$ cat src/rtl/spi_seq.sv
`default_nettype none
// ============================================================================
//  Module   : spi_seq
//  Purpose  : Sequencer that drives a hard SPI controller over its SB_SPI
//             register bus. After reset it programs SPICR0/1/2 and SPIBR,
//             then moves bytes one at a time: optional chip-select assert,
//             poll TRDY, write TXDR, poll RRDY, read RXDR, optional CS release.
//  Ports    : clk, rst            - clock, synchronous active-high reset
//             tx_valid/tx_data/tx_last/tx_ready - byte request handshake
//             cs_sel              - chip select for a new frame (0=CS0, 1=CS1)
//             rx_valid/rx_data    - received byte, one-cycle pulse
//             init_done, err      - config complete, poll-timeout pulse
//             sb_stb/sb_rw/sb_adr/sb_dato/sb_acki/sb_dati - bus master port
//  Options  : define SPI_SEQ_TIMEOUT_EN to abort a poll after 1024 reads
//             with the flag still clear; otherwise polling never gives up.
//  Revision : 1.0 - initial release
// ============================================================================
module spi_seq #(
  parameter logic [5:0] BR_DIV = 6'd2,
  parameter logic       CPOL   = 1'b0,
  parameter logic       CPHA   = 1'b0
) (
  input  logic       clk,
  input  logic       rst,
  input  logic       tx_valid,
  input  logic [7:0] tx_data,
  input  logic       tx_last,
  output logic       tx_ready,
  input  logic       cs_sel,
  output logic       rx_valid,
  output logic [7:0] rx_data,
  output logic       init_done,
  output logic       err,
  output logic       sb_stb,
  output logic       sb_rw,
  output logic [7:0] sb_adr,
  output logic [7:0] sb_dato,
  input  logic       sb_acki,
  input  logic [7:0] sb_dati
);

  localparam logic [7:0] ADR_CR0  = 8'h08;
  localparam logic [7:0] ADR_CR1  = 8'h09;
  localparam logic [7:0] ADR_CR2  = 8'h0A;
  localparam logic [7:0] ADR_BR   = 8'h0B;
  localparam logic [7:0] ADR_SR   = 8'h0C;
  localparam logic [7:0] ADR_TXDR = 8'h0D;
  localparam logic [7:0] ADR_RXDR = 8'h0E;
  localparam logic [7:0] ADR_CSR  = 8'h0F;

  typedef enum logic [3:0] {
    INIT_CR0  = 4'd0,
    INIT_CR1  = 4'd1,
    INIT_CR2  = 4'd2,
    INIT_BR   = 4'd3,
    IDLE      = 4'd4,
    CS_ON     = 4'd5,
    POLL_TRDY = 4'd6,
    WR_TX     = 4'd7,
    POLL_RRDY = 4'd8,
    RD_RX     = 4'd9,
    CS_OFF    = 4'd10
  } state_t;

  state_t     state;
  logic       frame_open;
  logic       last_q;
  logic       cs_q;
  logic [7:0] byte_q;

  // Bus command implied by the current state; launched when sb_stb is low.
  logic       cmd_rw;
  logic [7:0] cmd_adr;
  logic [7:0] cmd_dat;

  always_comb begin
    cmd_rw  = 1'b0;
    cmd_adr = 8'h00;
    cmd_dat = 8'h00;
    case (state)
      INIT_CR0:  begin cmd_rw = 1'b1; cmd_adr = ADR_CR0; cmd_dat = 8'h00; end
      INIT_CR1:  begin cmd_rw = 1'b1; cmd_adr = ADR_CR1; cmd_dat = 8'h80; end
      INIT_CR2:  begin
        cmd_rw  = 1'b1;
        cmd_adr = ADR_CR2;
        cmd_dat = {1'b1, 1'b1, 3'b000, CPOL, CPHA, 1'b0};
      end
      INIT_BR:   begin cmd_rw = 1'b1; cmd_adr = ADR_BR;  cmd_dat = {2'b00, BR_DIV}; end
      CS_ON:     begin
        cmd_rw  = 1'b1;
        cmd_adr = ADR_CSR;
        cmd_dat = cs_q ? 8'h02 : 8'h01;
      end
      POLL_TRDY: begin cmd_rw = 1'b0; cmd_adr = ADR_SR; end
      WR_TX:     begin cmd_rw = 1'b1; cmd_adr = ADR_TXDR; cmd_dat = byte_q; end
      POLL_RRDY: begin cmd_rw = 1'b0; cmd_adr = ADR_SR; end
      RD_RX:     begin cmd_rw = 1'b0; cmd_adr = ADR_RXDR; end
      CS_OFF:    begin cmd_rw = 1'b1; cmd_adr = ADR_CSR; cmd_dat = 8'h00; end
      default:   begin cmd_rw = 1'b0; cmd_adr = 8'h00; cmd_dat = 8'h00; end
    endcase
  end

`ifdef SPI_SEQ_TIMEOUT_EN
  logic [9:0] poll_cnt;
  logic       err_q;
  assign err = err_q;
`else
  assign err = 1'b0;
`endif

  // Each bus state launches one cycle when sb_stb is low and advances on the
  // ack. Because the ack edge also clears sb_stb, the next state's launch
  // edge is one cycle later, which gives the mandatory idle gap for free.
  always_ff @(posedge clk) begin
    if (rst) begin
      state      <= INIT_CR0;
      sb_stb     <= 1'b0;
      sb_rw      <= 1'b0;
      sb_adr     <= 8'h00;
      sb_dato    <= 8'h00;
      tx_ready   <= 1'b0;
      rx_valid   <= 1'b0;
      rx_data    <= 8'h00;
      init_done  <= 1'b0;
      frame_open <= 1'b0;
      last_q     <= 1'b0;
      cs_q       <= 1'b0;
      byte_q     <= 8'h00;
`ifdef SPI_SEQ_TIMEOUT_EN
      poll_cnt   <= 10'd0;
      err_q      <= 1'b0;
`endif
    end else begin
      rx_valid <= 1'b0;
`ifdef SPI_SEQ_TIMEOUT_EN
      err_q    <= 1'b0;
`endif
      if (state == IDLE) begin
        if (tx_ready && tx_valid) begin
          tx_ready <= 1'b0;
          byte_q   <= tx_data;
          last_q   <= tx_last;
          cs_q     <= cs_sel;
          state    <= frame_open ? POLL_TRDY : CS_ON;
        end else begin
          // Entering IDLE leaves tx_ready low for one cycle, so it never
          // coincides with the rx_valid pulse.
          tx_ready <= init_done;
        end
      end else if (!sb_stb) begin
        sb_stb  <= 1'b1;
        sb_rw   <= cmd_rw;
        sb_adr  <= cmd_adr;
        sb_dato <= cmd_dat;
      end else if (sb_acki) begin
        sb_stb <= 1'b0;
        case (state)
          INIT_CR0: state <= INIT_CR1;
          INIT_CR1: state <= INIT_CR2;
          INIT_CR2: state <= INIT_BR;
          INIT_BR: begin
            init_done <= 1'b1;
            state     <= IDLE;
          end
          CS_ON: begin
            frame_open <= 1'b1;
            state      <= POLL_TRDY;
          end
          POLL_TRDY: begin
            if (sb_dati[4]) begin
              state <= WR_TX;
`ifdef SPI_SEQ_TIMEOUT_EN
              poll_cnt <= 10'd0;
`endif
            end
`ifdef SPI_SEQ_TIMEOUT_EN
            else if (poll_cnt == 10'd1023) begin
              poll_cnt <= 10'd0;
              err_q    <= 1'b1;
              state    <= CS_OFF;
            end else begin
              poll_cnt <= poll_cnt + 10'd1;
            end
`endif
          end
          WR_TX: state <= POLL_RRDY;
          POLL_RRDY: begin
            if (sb_dati[3]) begin
              state <= RD_RX;
`ifdef SPI_SEQ_TIMEOUT_EN
              poll_cnt <= 10'd0;
`endif
            end
`ifdef SPI_SEQ_TIMEOUT_EN
            else if (poll_cnt == 10'd1023) begin
              poll_cnt <= 10'd0;
              err_q    <= 1'b1;
              state    <= CS_OFF;
            end else begin
              poll_cnt <= poll_cnt + 10'd1;
            end
`endif
          end
          RD_RX: begin
            rx_valid <= 1'b1;
            rx_data  <= sb_dati;
            state    <= last_q ? CS_OFF : IDLE;
          end
          CS_OFF: begin
            frame_open <= 1'b0;
            state      <= IDLE;
          end
          default: state <= INIT_CR0;
        endcase
      end
    end
  end

endmodule
`default_nettype wire

$ cat config.mk
export PLATFORM = sky130hd
export DESIGN_NAME = spi_seq
export DESIGN_NICKNAME = d
export VERILOG_FILES = /design/src/rtl/spi_seq.sv
export SDC_FILE = /design/constraint.sdc
export NUM_CORES = 1
export LEC_CHECK = 0
export CAP_MARGIN = 15
export CORE_MARGIN = 5
export CORE_UTILIZATION = 43
export CTS_BUF_LIST = sky130_fd_sc_hd__clkbuf_4 sky130_fd_sc_hd__clkbuf_8 sky130_fd_sc_hd__clkbuf_16
export DETAILED_ROUTE_END_ITERATION = 10
export PLACE_DENSITY = 0.83
export SLEW_MARGIN = 20
export SYNTH_ARGS = -nofsm -noshare
export SYNTH_HDL_FRONTEND = slang
export SYNTH_SLANG_ARGS = --single-unit
$ cat constraint.sdc
create_clock -name clk -period 1.6 [get_ports clk]
set_clock_uncertainty 0.05 [all_clocks]
set_input_delay 0.24 -clock clk [delete_from_list [all_inputs] [get_ports clk]]
set_output_delay 0.24 -clock clk [all_outputs]
set_load 0.1 [all_outputs]
### Word level (Yosys, flattened, before mapping)

Index checks and enable logic that the tools add are counted.

| storage, ports and cells | value |
|---|---|
| register bits after elaboration | 44 |
| input port bits | 22 |
| logic and storage cells | 63 |

| operators by class | value |
|---|---|
| equal/unequal tests | 13 |
| mux-type cells | 18 |
| bitwise gates (word level) | 3 |
| reductions and logical operators | 16 |

Operators by type and width:

| cell | number |
|---|---|
| case mux 8 bit (5 select lines) | 1 |
| case mux 4 bit (9 select lines) | 1 |
| case mux 4 bit (8 select lines) | 1 |
| two-way mux 4 bit | 7 |
| == test 4 x 3 -> 1 bit, second input constant | 4 |
| == test 4 bit, second input constant | 3 |
| AND reduction 4 bit | 3 |
| == test 4 x 2 -> 1 bit, second input constant | 2 |
| OR reduction 7 bit | 1 |
| inequality test 3 bit, second input constant | 2 |
| nonzero test 2 bit | 3 |
| OR reduction 2 bit | 3 |
| two-way mux 1 bit | 5 |
| AND reduction 5 bit | 1 |
| == test 4 x 1 -> 1 bit, second input constant | 1 |
| logical NOT 4 bit | 1 |
| two-way mux 2 bit | 2 |
| AND reduction 2 bit | 2 |
| OR reduction 4 bit | 1 |
| inverter 1 bit | 3 |
| inequality test 2 x 1 -> 1 bit, second input constant | 1 |
| case mux 1 bit (2 select lines) | 1 |
| logical AND 1 bit | 1 |

### Longest topological paths before layout

| logic depth | value |
|---|---|
| depth after elaboration | 6 |
| mapped depth | 6 |

### Least setup slack after synthesis

No wires, ideal clock.

| path | value |
|---|---|
| path type | register to register |
| start point | reg sb_stb |
| end point | reg rx_data[0] |
| setup time | 0.128 ns |
| data arrival time | 1.994 ns |
| required time | 1.422 ns |
| path slack | -0.572 ns |
| stages on the path, launching flop included | 5 |
| buffers on the path | 0 |
| clock period less this slack | 2.172 ns |
| cells stage by stage | dfxtp_1 -> nand2_1 -> nor3_4 -> mux2i_1 -> nor2_1 |

| between the ends | value |
|---|---|
| longest elaborated chain between the ends | 1 |

Ends and longest elaborated chain:

| item | line | source |
|---|---|---|
| start, declared | 34 | `output logic sb_stb,` |
| start signal, assigned | 117 | `sb_stb <= 1'b0;` |
| start signal, assigned | 151 | `sb_stb <= 1'b1;` |
| start signal, assigned | 156 | `sb_stb <= 1'b0;` |
| AND reduction 4 bit (no line) | - |  |
| end signal, assigned | 206 | `rx_data <= sb_dati;` |
| end, declared | 31 | `output logic [7:0] rx_data,` |

Every way passes these cells.
A chain may end at the register's enable or synchronous reset.

### Worst setup path after layout

| path | value |
|---|---|
| start point | reg state[1] |
| end point | reg state[3] |

| between the ends | value |
|---|---|
| longest elaborated chain between the ends | 6 |
| elaborated cells between the ends (all ways) | 22 |
| those cells by class | eq/ne: 13; mux: 4; reduce/logical: 5 |

Ends and longest elaborated chain:

| item | line | source |
|---|---|---|
| start, declared | 65 | `state_t state;` |
| start signal, assigned | 144 | `state <= frame_open ? POLL_TRDY : CS_ON;` |
| start signal, assigned | 207 | `state <= last_q ? CS_OFF : IDLE;` |
| == test 4 bit or == test 4 x 2 -> 1 bit (tied branches) | 157 | `case (state)` |
| OR reduction 2 bit (no line) | - |  |
| case mux 4 bit (9 select lines) | 157 |  |
| two-way mux 4 bit | 155 | `end else if (sb_acki) begin` |
| two-way mux 4 bit | 150 | `end else if (!sb_stb) begin` |
| two-way mux 4 bit | 138 | `if (state == IDLE) begin` |

Parallel ways exist; a longest one is shown, timed or not. The select of a mux whose other input is x is not followed.

==> impl_results.md <==
- Min-delay src: byte_q[3]
- HP Class: flip-flop to flip-flop
- CP Data Required Time: 1750 ps
- Post-place setup slack: -49.0 ps
- Hold Fails Final Rpt: 0
- Final HPWL DP: 3360 um
- Worst Hold Endpoint: byte_q[3]
- Clock transition at path regs: 70 ps
- Worst vdd ir: 536 uV
- Top cell type's share of synthesized area: 0.432
- Fin. max-slew vios: 0
- Gr ovfl total: 0
- Sw Ratio: 0.320
- FP Rows: 23
- RSZ-0062 raised after global routing: yes
- Syn Area/Cell: 8.67 sq um
- CTS H-Tree Depth: 2
- Clock Tree Root: clkbuf_8
- Fin util: 0.711
- Clock network power share: 0.290
- Yosys Warn Count: 0
- Switching power: 793 uW
- Top-Level Pins: 52
- Fin nets: 291
- Post-Synthesis Cells: 214
- Clock sink total: 40
- Worst r2r src: state[1]
- Vias after detailed routing: 1,743
- Reg power frac: 0.429
- Vias per inst: 5.45
- Share of cells above drive strength 1: 0.256
- Starting utilization of the core area: 0.454
- Drt drc: 0
- Die Span X: 75.7 um
- Mapped cell area: 0.00186 sq mm
- Vias in the first global route: 1,686
- Core footprint: 0.00409 sq mm
- DRT Pass-1 Iters: 4
- Synth area leader: dfxtp_1
- Num CTS Buffers: 5
- Clock Latency Late Sink: 290 ps
- Synth area leaders: dfxtp_1 (43%), mux2i_1 (13%), nor2_1 (7.7%)
- Worst R2R Path Depth: 5
- # Max-Cap Violations: 0
- Setup crit end kind: flip-flop
- Bufs on Longest Clock Path: 2
- Total Routing Usage GR: 0.184
- Number of antenna violations at the first check in global routing: 0
- Finish-stage setup viols: 0
- P&R area growth vs syn: 56.5%
- CTS tree: built
- N_diodes: 0
- RR Endpoint: state[3]
- Worst reg2reg setup slack: 3 ps
- CP Launch Type: flip-flop
- Seq/Total Area, Yosys: 0.432
- Internal Power: 1680 uW
- PwrDens: 852 mW/mm^2
- Buffers added on ports: 46
- Part of the power in combinational logic: 0.281
- Final Wtd Congestion: 0.980
- Hold path cells: 2
- Die area: 0.00573 sq mm
- Status: complete, no violations
- Largest net degree at the start of global routing: 42
- DR WL/cell: 15.6 um
- Die Ht: 75.7 um
- Post-route ant nets: 0
- Worst Path Max Fanout: 21
- Final WS setup: 2.88 ps
- Period minus WS final: 1600 ps
- Yosys reg bits: 40
- Initial DRC count: 180
- Leak: 0.00109 uW
- Fmax: 626 MHz
- Synth unique cells: 39
- Critical path class: flip-flop to flip-flop
- Hold Buf Count CTS: 0
- CP arrival: 1750 ps
- Final WL: 4990 um
- Final worst path period share: 0.998
- First-pass GRT wire length: 7910 um
- Hold_ws: 444 ps
[cells by family (layout without fill, tap and decap cells)]
logic type | after synthesis | count (layout) | share of synthesized area
buffers and inverters | 26 | 78 | 0.0695
AO/OA/AOI/OAI | 44 | 44 | 0.149
flip-flops | 40 | 40 | 0.432
AND/OR/NAND/NOR | 79 | 79 | 0.218
other | 1 | 5 | 0.00202
multiplexers | 24 | 24 | 0.129
[registers in the layout (all words and copies together) (netlist names), 4 cells and up]
register	cells
sb_dato	8
byte_q	8
rx_data	8
sb_adr	4
state	4
[power groups by stage]
stage,Combinational (uW),Clock (uW),Sequential (uW)
5_1_grt,734,781,1070
4_1_cts,662,745,1060
2_1_floorplan,286,0,1220
6_report,695,719,1060
3_3_place_gp,636,0,1080
3_5_place_dp,646,0,1080
[cells in the final DEF (no fill, tap or decap), types with 2 or more instances in the layout]
cell type / count
nor2_1: 37
dfxtp_1: 36
buf_12: 29
mux2i_1: 23
clkdlybuf4s50_1: 21
a21oi_1: 18
buf_4: 13
nand2_1: 7
nor3_1: 6
clkbuf_8: 6
o21ai_0: 5
nor2b_1: 5
and3_1: 5
conb_1: 5
inv_1: 4
nand2b_1: 3
nand3_1: 3
a31oi_1: 3
a311oi_1: 3
dfxtp_2: 3
a32oi_1: 2
and2_1: 2
a21o_1: 2
clkbuf_4: 2
buf_6: 2
[cells in the mapped netlist (all sizes together)]
cell / number
dfxtp: 40
nor2: 38
mux2i: 24
a21oi: 18
clkbuf: 11
buf: 10
nand2: 7
nor3: 7
o21ai: 7
and3: 6
inv: 5
nor2b: 5
a311oi: 4
nand2b: 4
a31oi: 3
nand3: 3
a21o: 2
a32oi: 2
and2: 2
nor4b: 2
a211oi: 1
a221oi: 1
a22oi: 1
a2bb2oi: 1
a311o: 1
conb: 1
nand3b: 1
nand4: 1
nor4: 1
nor4bb: 1
o2111ai: 1
o22ai: 1
o31ai: 1
or2: 1
[layout make-up]
type                            count  area, sq um
Multi-Input combinational cell    152         1010
Timing Repair Buffer               65          911
Inverter                            5         18.8
Sequential cell                    40          808
Fill cell                         297         1180
Tap cell                           50         62.6
Clock buffer                        8         97.6
[critical path, stage by stage, from the launching register on]
cell      delay [ps]
dfxtp_1          340
buf_4            210
nor4bb_4         170
o21ai_2          300
a21oi_1          150
a311oi_2         270
[what timing repair did]
item / in CTS / in global routing
pin swaps: 3 / 1
endpoints found under the hold margin: 0 / 0
setup buffers: 2 / 1
gates resized for setup: 5 / 10
setup endpoints to repair: 13 / 26
[per-layer routing]
metal  vias to the layer above  share of wire  GRT usage
li1                        845              -          -
met1                       821           0.39      0.222
met2                        65           0.52      0.312
met3                        12          0.065     0.0501
met4                         0          0.029     0.0738
met5                         -              0          0
[worst max-delay path by stage]
stage / cells after the start / endpoint / startpoint / slack [ps]
2_1_floorplan: 6 / byte_q[7] / state[0] / 7
3_3_place_gp: 4 / state[2] / sb_dati[4] / -10
3_5_place_dp: 6 / rx_data[5] / sb_acki / -50
4_1_cts: 5 / state[3] / state[0] / -8
5_1_grt: 5 / state[3] / state[1] / -70
6_report: 5 / state[3] / state[1] / 3
[stage by stage]
stage                     instances  total power, uW  cell area, sq um  setup TNS [ps]
final                           320             2470              2900               0
after global routing            320             2580              2900            -437
after CTS                       319             2470              2840           -17.1
after detailed placement        309             1730              2710            -443
after global placement          309             1720              2710           -32.2
after floorplan                 218             1500              1890               0
(Power assumes the default switching activity.)
